[src/rtl/keypad_input.sv]
// keypad_input: scans a 4x4 active-low hex keypad, debounces whole-matrix
// snapshots, assembles two accepted keys into a byte (high nibble first) and
// presents it on a CPU bus that can be wire-ORed with other sources.
module keypad_input #(
  parameter int SCAN_WAIT      = 1000,
  parameter int DEBOUNCE_SCANS = 4
) (
  input  logic       sys_clk,
  input  logic       rst,
  output logic [3:0] rows,
  input  logic [3:0] cols,
  input  logic       enable,
  input  logic       ack,
  output logic [7:0] bus_out,
  output logic       data_ready,
  output logic       overrun
);

  localparam int CW = (SCAN_WAIT > 1) ? $clog2(SCAN_WAIT) : 1;
  localparam int SW = $clog2(DEBOUNCE_SCANS + 1);
  localparam logic [CW-1:0] DWELL_LAST = CW'(SCAN_WAIT - 1);
  localparam logic [SW-1:0] STABLE_MAX = SW'(DEBOUNCE_SCANS);

  typedef enum logic {
    RELEASED = 1'b0,
    PRESSED  = 1'b1
  } state_t;

  // True when exactly one key is down in the snapshot.
  function automatic logic one_key(input logic [15:0] m);
    return (m != 16'h0000) && ((m & (m - 16'h0001)) == 16'h0000);
  endfunction

  // Key code (row*4 + col) of the highest set snapshot bit.
  function automatic logic [3:0] key_of(input logic [15:0] m);
    logic [3:0] k;
    k = 4'h0;
    for (int i = 0; i < 16; i++) begin
      if (m[i]) begin
        k = 4'(i);
      end else begin
        k = k;
      end
    end
    return k;
  endfunction

  logic [3:0]    col_meta_r;
  logic [3:0]    col_sync_r;
  logic [CW-1:0] dwell_r;
  logic [1:0]    row_r;
  logic [3:0]    rows_r;
  logic [15:0]   snap_r;
  logic [15:0]   prev_snap_r;
  logic [SW-1:0] stable_r;
  state_t        state_r;
  logic [7:0]    entry_r;
  logic          nib_r;
  logic          data_ready_r;
  logic          overrun_r;

  logic [3:0]    col_pressed_s;
  logic          sample_s;
  logic          scan_end_s;
  logic [15:0]   snap_fill_s;
  logic [SW-1:0] stable_next_s;
  logic          settled_s;
  logic          accept_s;
  logic          release_s;
  logic [3:0]    key_s;
  logic          ack_take_s;

  // Scan timing, the snapshot including the row being sampled, and debounce decisions.
  always_comb begin
    col_pressed_s = ~col_sync_r;
    sample_s      = (dwell_r == DWELL_LAST);
    scan_end_s    = sample_s && (row_r == 2'd3);
    snap_fill_s   = snap_r;
    snap_fill_s[{row_r, 2'b00} +: 4] = col_pressed_s;
    if (snap_fill_s == prev_snap_r) begin
      if (stable_r == STABLE_MAX) begin
        stable_next_s = STABLE_MAX;
      end else begin
        stable_next_s = stable_r + SW'(1);
      end
    end else begin
      stable_next_s = SW'(1);
    end
    settled_s  = scan_end_s && (stable_next_s == STABLE_MAX);
    accept_s   = settled_s && (state_r == RELEASED) && one_key(snap_fill_s);
    release_s  = settled_s && (state_r == PRESSED) && (snap_fill_s == 16'h0000);
    key_s      = key_of(snap_fill_s);
    ack_take_s = ack && data_ready_r;
  end

  // Two-flop synchronizer for the asynchronous column lines (idle = released).
  always_ff @(posedge sys_clk) begin
    if (rst) begin
      col_meta_r <= 4'hF;
      col_sync_r <= 4'hF;
    end else begin
      col_meta_r <= cols;
      col_sync_r <= col_meta_r;
    end
  end

  // Row dwell counter, row drive, per-row snapshot capture and stable-scan count.
  always_ff @(posedge sys_clk) begin
    if (rst) begin
      dwell_r     <= '0;
      row_r       <= 2'd0;
      rows_r      <= 4'b1110;
      snap_r      <= 16'h0000;
      prev_snap_r <= 16'h0000;
      stable_r    <= '0;
    end else if (sample_s) begin
      dwell_r <= '0;
      snap_r  <= snap_fill_s;
      row_r   <= row_r + 2'd1;
      case (row_r)
        2'd0:    rows_r <= 4'b1101;
        2'd1:    rows_r <= 4'b1011;
        2'd2:    rows_r <= 4'b0111;
        default: rows_r <= 4'b1110;
      endcase
      if (scan_end_s) begin
        prev_snap_r <= snap_fill_s;
        stable_r    <= stable_next_s;
      end else begin
        prev_snap_r <= prev_snap_r;
        stable_r    <= stable_r;
      end
    end else begin
      dwell_r <= dwell_r + CW'(1);
    end
  end

  // Debounce FSM: one acceptance per press, full release needed before the next.
  always_ff @(posedge sys_clk) begin
    if (rst) begin
      state_r <= RELEASED;
    end else begin
      case (state_r)
        RELEASED: state_r <= accept_s ? PRESSED : RELEASED;
        PRESSED:  state_r <= release_s ? RELEASED : PRESSED;
        default:  state_r <= RELEASED;
      endcase
    end
  end

  // Byte assembly; ack is applied before a coincident acceptance.
  always_ff @(posedge sys_clk) begin
    if (rst) begin
      entry_r      <= 8'h00;
      nib_r        <= 1'b0;
      data_ready_r <= 1'b0;
      overrun_r    <= 1'b0;
    end else if (ack_take_s) begin
      data_ready_r <= 1'b0;
      overrun_r    <= 1'b0;
      if (accept_s) begin
        entry_r <= {key_s, 4'h0};
        nib_r   <= 1'b1;
      end else begin
        entry_r <= 8'h00;
        nib_r   <= 1'b0;
      end
    end else if (accept_s) begin
      if (data_ready_r) begin
        overrun_r <= 1'b1;
      end else if (!nib_r) begin
        entry_r <= {key_s, 4'h0};
        nib_r   <= 1'b1;
      end else begin
        entry_r[3:0] <= key_s;
        nib_r        <= 1'b0;
        data_ready_r <= 1'b1;
      end
    end else begin
      entry_r <= entry_r;
    end
  end

  // Bus drive is combinational so it can be ORed with other bus sources.
  always_comb begin
    if (enable) begin
      bus_out = entry_r;
    end else begin
      bus_out = 8'h00;
    end
  end

  assign rows       = rows_r;
  assign data_ready = data_ready_r;
  assign overrun    = overrun_r;

endmodule

[config.mk]
export PLATFORM = sky130hd
export DESIGN_NAME = keypad_input
export DESIGN_NICKNAME = d
export VERILOG_FILES = /design/src/rtl/keypad_input.sv
export SDC_FILE = /design/constraint.sdc
export NUM_CORES = 1
export LEC_CHECK = 0
export ABC_AREA = 1
export ABC_CLOCK_PERIOD_IN_PS = 2940
export CAP_MARGIN = 15
export CORE_ASPECT_RATIO = 0.9
export CORE_MARGIN = 1.5
export CORE_UTILIZATION = 60
export CTS_BUF_LIST = sky130_fd_sc_hd__clkbuf_16
export CTS_CLUSTER_SIZE = 14
export DETAILED_ROUTE_END_ITERATION = 10
export DONT_BUFFER_PORTS = 1
export GPL_ROUTABILITY_DRIVEN = 0
export MAX_ROUTING_LAYER = met4
export PLACE_DENSITY = 0.85
export SLEW_MARGIN = 5
export SYNTH_ARGS = -nofsm -noshare
export SYNTH_HDL_FRONTEND = slang
export SYNTH_SLANG_ARGS = --single-unit
[constraint.sdc]
create_clock -name sys_clk -period 2.94 [get_ports sys_clk]
set_input_delay 0.441 -clock sys_clk [delete_from_list [all_inputs] [get_ports sys_clk]]
set_output_delay 0.441 -clock sys_clk [all_outputs]
set_load 0.005 [all_outputs]
; ---- After elaboration in Yosys (flattened, before gate mapping)
; Cells that the tools add are included.
[totals]
output_inout_bits = 14
elab_cells = 87
input_bits = 8
register_bits = 71
[op_classes]
addsub = 5
eq_ne = 9
bitwise_logic = 3
n_reduce_logical = 19
shifts = 2
n_mux = 35
[op_table]
columns = operator, count
row1 = 4-bit two-way mux, 16
row2 = 8-bit two-way mux, 5
row3 = 16-bit zero test, 2
row4 = 16-bit AND, 1
row5 = 16-bit bitwise mux, 1
row6 = 16-bit equality test, 1
row7 = 16-bit nonzero test, 1
row8 = 4-bit by 6-bit variable shift with 16-bit output (first input constant), 1
row9 = 4-bit by 6-bit indexed part select with 16-bit output, 1
row10 = 16-bit by 1-bit subtractor with 16-bit output (second input constant), 1
row11 = 4-bit case mux with 3 select lines, 1
row12 = 10-bit by 1-bit adder with 10-bit output (second input constant), 1
row13 = 10-bit equality test (second input constant), 1
row14 = 1-bit two-way mux, 9
row15 = 1-bit logical AND, 8
row16 = 3-bit equality test (second input constant), 2
row17 = 3-bit two-way mux, 2
row18 = 4-bit negation with 6-bit output, 1
row19 = 2-bit AND reduction, 3
row20 = 2-bit equality test (second input constant), 2
row21 = 2-bit by 1-bit != test with 1-bit output (second input constant), 2
row22 = 4-bit inverter, 1
row23 = 2-bit OR reduction, 2
row24 = 3-bit by 1-bit adder with 3-bit output (second input constant), 1
row25 = 7 further kinds, 7

; ---- Depth between registers and ports, before layout
; Gate-level depths: netlist (run 1).
[logic_depth]
ltp_word = 22
mapped_depth = 24
ltp_nobuf = 23

; ---- Worst setup path before layout (run 1)
; OpenSTA, ideal clock, no wires.
[synth_path]
path_kind = reg-to-reg
from = reg row_r[0]
to = reg entry_r[0]
arrival_time_ns = 2.470
setup_slack_ns = 0.399
setup_time_ns = 0.070
path_stages_with_launch = 21
t_required_ns = 2.870
n_path_buf = 1
period_less_slack_ns = 2.541
path_cell_list = dfxtp_1 -> buf_4 -> inv_1 -> ha_1 -> nand2_1 -> clkinv_1 -> nand3_1 -> nand2_2 -> nand2_2 -> nand2_2 -> nor2_4 -> nand3_1 -> nand2_1 -> inv_1 -> nor2_1 -> nand3_1 -> nor2_4 -> nand3_2 -> nor2_4 -> nand2_1 -> a21oi_1
[synth_via]
elab_chain_len = 22
elab_cells_between_ends = 38
classes_between = add/sub (2) / eq/ne (3) / shift (2) / mux (21) / bitwise (1) / reduce/logical (9)
[synth_rtl]
columns = item, line_no
row1 = from (decl), 51  ; logic [1:0] row_r;
row2 = from (signal assigned), 119  ; row_r <= row_r + 2'd1;
row3 = 4-bit negation with 6-bit output, 79  ; snap_fill_s[{row_r, 2'b00} +: 4] = col_pressed_s;
row4 = 4-bit by 6-bit indexed part select with 16-bit output / 4-bit by 6-bit variable shift with 16-bit output (equally long branches), 79
row5 = 16-bit bitwise mux, 79
row6 = 1-bit two-way mux, 39  ; if (m[i]) begin
row7 = 4-bit two-way mux (14 in a row), 39
row8 = 4-bit two-way mux, 171  ; end else if (!nib_r) begin
row9 = 8-bit two-way mux, 169  ; if (data_ready_r) begin
row10 = 8-bit two-way mux, 168  ; end else if (accept_s) begin
row11 = 8-bit two-way mux, 158  ; end else if (ack_take_s) begin
row12 = to (signal assigned), 162  ; entry_r <= {key_s, 4'h0};
row13 = to (signal assigned), 172  ; entry_r <= {key_s, 4'h0};
row14 = to (signal assigned), 175  ; entry_r[3:0] <= key_s;
row15 = to (decl), 57  ; logic [7:0] entry_r;
; Parallel ways exist; a longest one is shown, timed or not. The select of a mux whose other input is x is not followed.
; A chain may end at the register's enable or synchronous reset.

; ---- Worst setup path in the final report (run 1)
[layout_path]
from = reg row_r[1]
to = reg entry_r[7]
[layout_via]
elab_chain_len = 20
elab_cells_between_ends = 37
classes_between = add/sub (2) / eq/ne (3) / shift (2) / mux (20) / bitwise (1) / reduce/logical (9)
[layout_rtl]
columns = item, line_no
row1 = 4-bit negation with 6-bit output, 79
row2 = 4-bit by 6-bit indexed part select with 16-bit output / 4-bit by 6-bit variable shift with 16-bit output (equally long branches), 79
row3 = 16-bit bitwise mux, 79
row4 = 4-bit two-way mux (13 in a row), 39
row5 = 4-bit two-way mux, 171
row6 = 8-bit two-way mux, 169
row7 = 8-bit two-way mux, 168
row8 = 8-bit two-way mux, 158
row9 = to (signal assigned), 162
row10 = to (signal assigned), 172
row11 = to (signal assigned), 180  ; entry_r <= entry_r;
; Parallel ways exist; a longest one is shown, timed or not. The select of a mux whose other input is x is not followed.

==> results of run 1 <==
critical path, delay by kind of cell, from the launching register on:
kind | cells | cell delay, ns
adder cells (fa/ha/maj) | 1 | 0.20
AND/OR/NAND/NOR | 14 | 1.80
flip-flops | 1 | 0.37
AO/OA/AOI/OAI | 1 | 0.15
buffers and inverters | 3 | 0.24
cells in the mapped netlist (7+ instances only):
master    count  share of area [%]
nand2_1     128                 13
dfxtp_1      71                 38
inv_1        67                6.8
nor2_1       57                5.8
a21oi_1      38                5.2
nand3_1      31                4.2
o21ai_0      29                3.9
xor2_1       14                3.3
inv_2        10                1.0
clkbuf_1      9               0.91
nand2_2       9                1.5
o22ai_1       9                1.5
ha_1          8                2.7
nor2_2        8                1.4
or2_2         8                1.4
nor3_1        7               0.95
final cells by class:
cell class | count | area share [%]
clock buffer | 9 | 5.30
clock inverter | 7 | 3.18
inverter | 78 | 6.95
multi-input combinational | 378 | 48.2
sequential | 71 | 33.5
tap | 70 | 2.06
timing repair buffer | 4 | 0.796
sequential cells by signal, indices dropped and copies added, names as in the netlist, 3 cells and up:
signal       count
entry_r          8
stable_r         3
rows             4
col_sync_r       4
prev_snap_r     16
dwell_r         10
col_meta_r       4
snap_r          16
power by group:
part	leakage, nW	internal, mW	total, mW	switching (mW)
combinational	1.21	0.0261	0.0869	0.0608
sequential	0.575	0.971	0.975	0.00430
clock	0.171	0.908	1.31	0.403
total	1.95	1.90	2.37	0.468
routing by layer:
layer	vias up	GRT usage, %	wire length, µm
met5	-	-	0
met4	0	13.5	313
met3	56	7.77	976
met2	228	48.3	4290
met1	1680	36.8	4040
li1	1724	-	-
kinds of logic after synthesis:
kind of cell             after synthesis  synth area share [%]
AND/OR/NAND/NOR                      266                  32.9
buffers and inverters                 89                  9.18
XOR/XNOR                              17                  4.03
adder cells (fa/ha/maj)                8                  2.71
AO/OA/AOI/OAI                         87                  12.7
flip-flops                            71                  38.5
what timing repair did:
item                       CTS  global route
buffers inserted             0             1
setup endpoints to repair    0            11
gates resized for setup      0            32
per-stage QoR:
stage               power [mW]  area (µm²)  hold slack, ns
floorplan                 1.06        3690           0.389
global placement          1.07        3760           0.390
detailed placement        1.07        3760           0.393
CTS                       2.37        4120           0.168
global route              2.43        4250           0.171
finish                    2.37        4250           0.178
worst paths after layout:
kind	start	to	slack [ns]	cells past startpoint
worst max-delay path	row_r[1]$_SDFFE_PP0P_	entry_r[7]$_SDFFE_PP0P_	0.11	19
worst min-delay path	rst	entry_r[0]$_SDFFE_PP0P_	0.18	1
worst max register to register	row_r[1]$_SDFFE_PP0P_	entry_r[7]$_SDFFE_PP0P_	0.11	19
worst min register to register	col_meta_r[2]$_SDFF_PP1_	col_sync_r[2]$_SDFF_PP1_	0.40	1
==> results.md, run 1 <==
* Hold_buf cts at 0
* Ports at 22
* Crit path top cell by count: nand2_1
* Post-Syn Nets at 554
* P per Cell Area at 559 nW/µm²
* Initial DRC count at 583
* Worst Hold Class: in -> reg
* Maximum buffer depth of the clock tree at 2
* Utilization after layout at 72.9%
* CP max stage delay at 0.37 ns
* First-pass GRT wire length at 15300 µm
* Setup tns final at 0 ns
* Clock period minus worst slack at 2.83 ns
* Seq/Total Area, Yosys at 38.5%
* Unique cell type count in the Yosys netlist at 36
* Most common cell after layout, fill and taps aside: nand2_1
* Clock Sinks at 71
* Clock Tree Root: clkbuf_16
* Max Clk Rate at 353 MHz
* Filler instances at 421
* Most frequent cells in the layout: nand2_1 (122), dfxtp_1 (69), inv_1 (64), nor2_1 (55), a21oi_1 (38)
* Critical Path RT at 3.20 ns
* Placement row count at 26
* Ys async rst share at 0%
* Tot GR Track Use at 30.5%
* Full die area at 6630 µm²
* Cells after Synth at 538
* Drt first pass iters at 9
* Initial antenna violation count at 0
* Vias in the first global route at 3321
* Die Span Y at 77.4 µm
* Synth Flop Type: dfxtp_1
* Max-Cap Viols at 0
* Crit. End Element: register
* Final setup violation count at 0
* Total core area at 5820 µm²
* CTS buffer count at 9
* Post-route setup slack at 0.111 ns
* Ys Warns at 0
* DP Cell Count at 600
* Crit path max fanout at 7
* Final slew viol count at 0
* Largest net degree at the start of global routing at 25
* Clock Latency Late Sink at 0.33 ns
* Pre-CTS setup slack at 0.117 ns
* Nets@finish at 558
* Final wirelength at 9630 µm
* Critical path's slowest cell: dfxtp_2
* Starting Density at 63.4%
* CP Data Arrival Time at 3.09 ns
* Register Area at 1420 µm²
* VDD IR max at 0.000491 V
* Final std cells w/o fill at 617
* Die X at 85.7 µm
* Critical Path, Cell by Cell: inv_2 -> ha_4 -> nor2_2 -> nand2_1 -> inv_1 -> nand2_1 -> nand2_2 -> inv_2 -> nand2_1 -> nand2_1 -> nor2_1 -> nand2_1 -> nor2_4 -> nand2_2 -> nor3_4 -> nand2_2 -> nor2_4 -> nand2_1 -> a21oi_1
* Via count at 3688
* # diodes at 0
* CP Launch Type: register
* Number of synthesized flops with an enable pin at 0
* Share of cells above drive strength 1 at 15.2%
* Status: complete, no violations
* Max-slew headroom at 66.9%
* Overflow after GRT at 0
* Drt wl/cell at 15.6 µm
* Final hold violations at 0
* H-tree Lvls at 3
* Post-synthesis register bit count at 71
* Post-DP HPWL at 6550 µm
* CTS tree: yes
* Avg Cell Area, Syn at 6.86 µm²
* Multi-input logic area at 2050 µm²
* Input/output buffers at 0
* Mapped Area at 3690 µm²
* Clock skew at 0.00542 ns
* Post-DR vias/cell at 5.98
* Number of antenna-violating nets in the routed design at 0
* Leak pwr at 1.95 nW
* Layout area overhead at 15.0%
* Final Cycle Share at 96.2%
* DRC viols at 0
* Slew @ Worst Pin at 0.496 ns
* Clock slew at reported path FFs at 0.06 ns
* Kind of critical path: reg -> reg
Note: power is estimated with default switching activity, not from simulation.
==> run 2, diff against run 1 <==
- SLEW_MARGIN: 5 -> not set
==> results of run 2 <==
No change in the layout: final DEF, timing and power equal those of run 1.
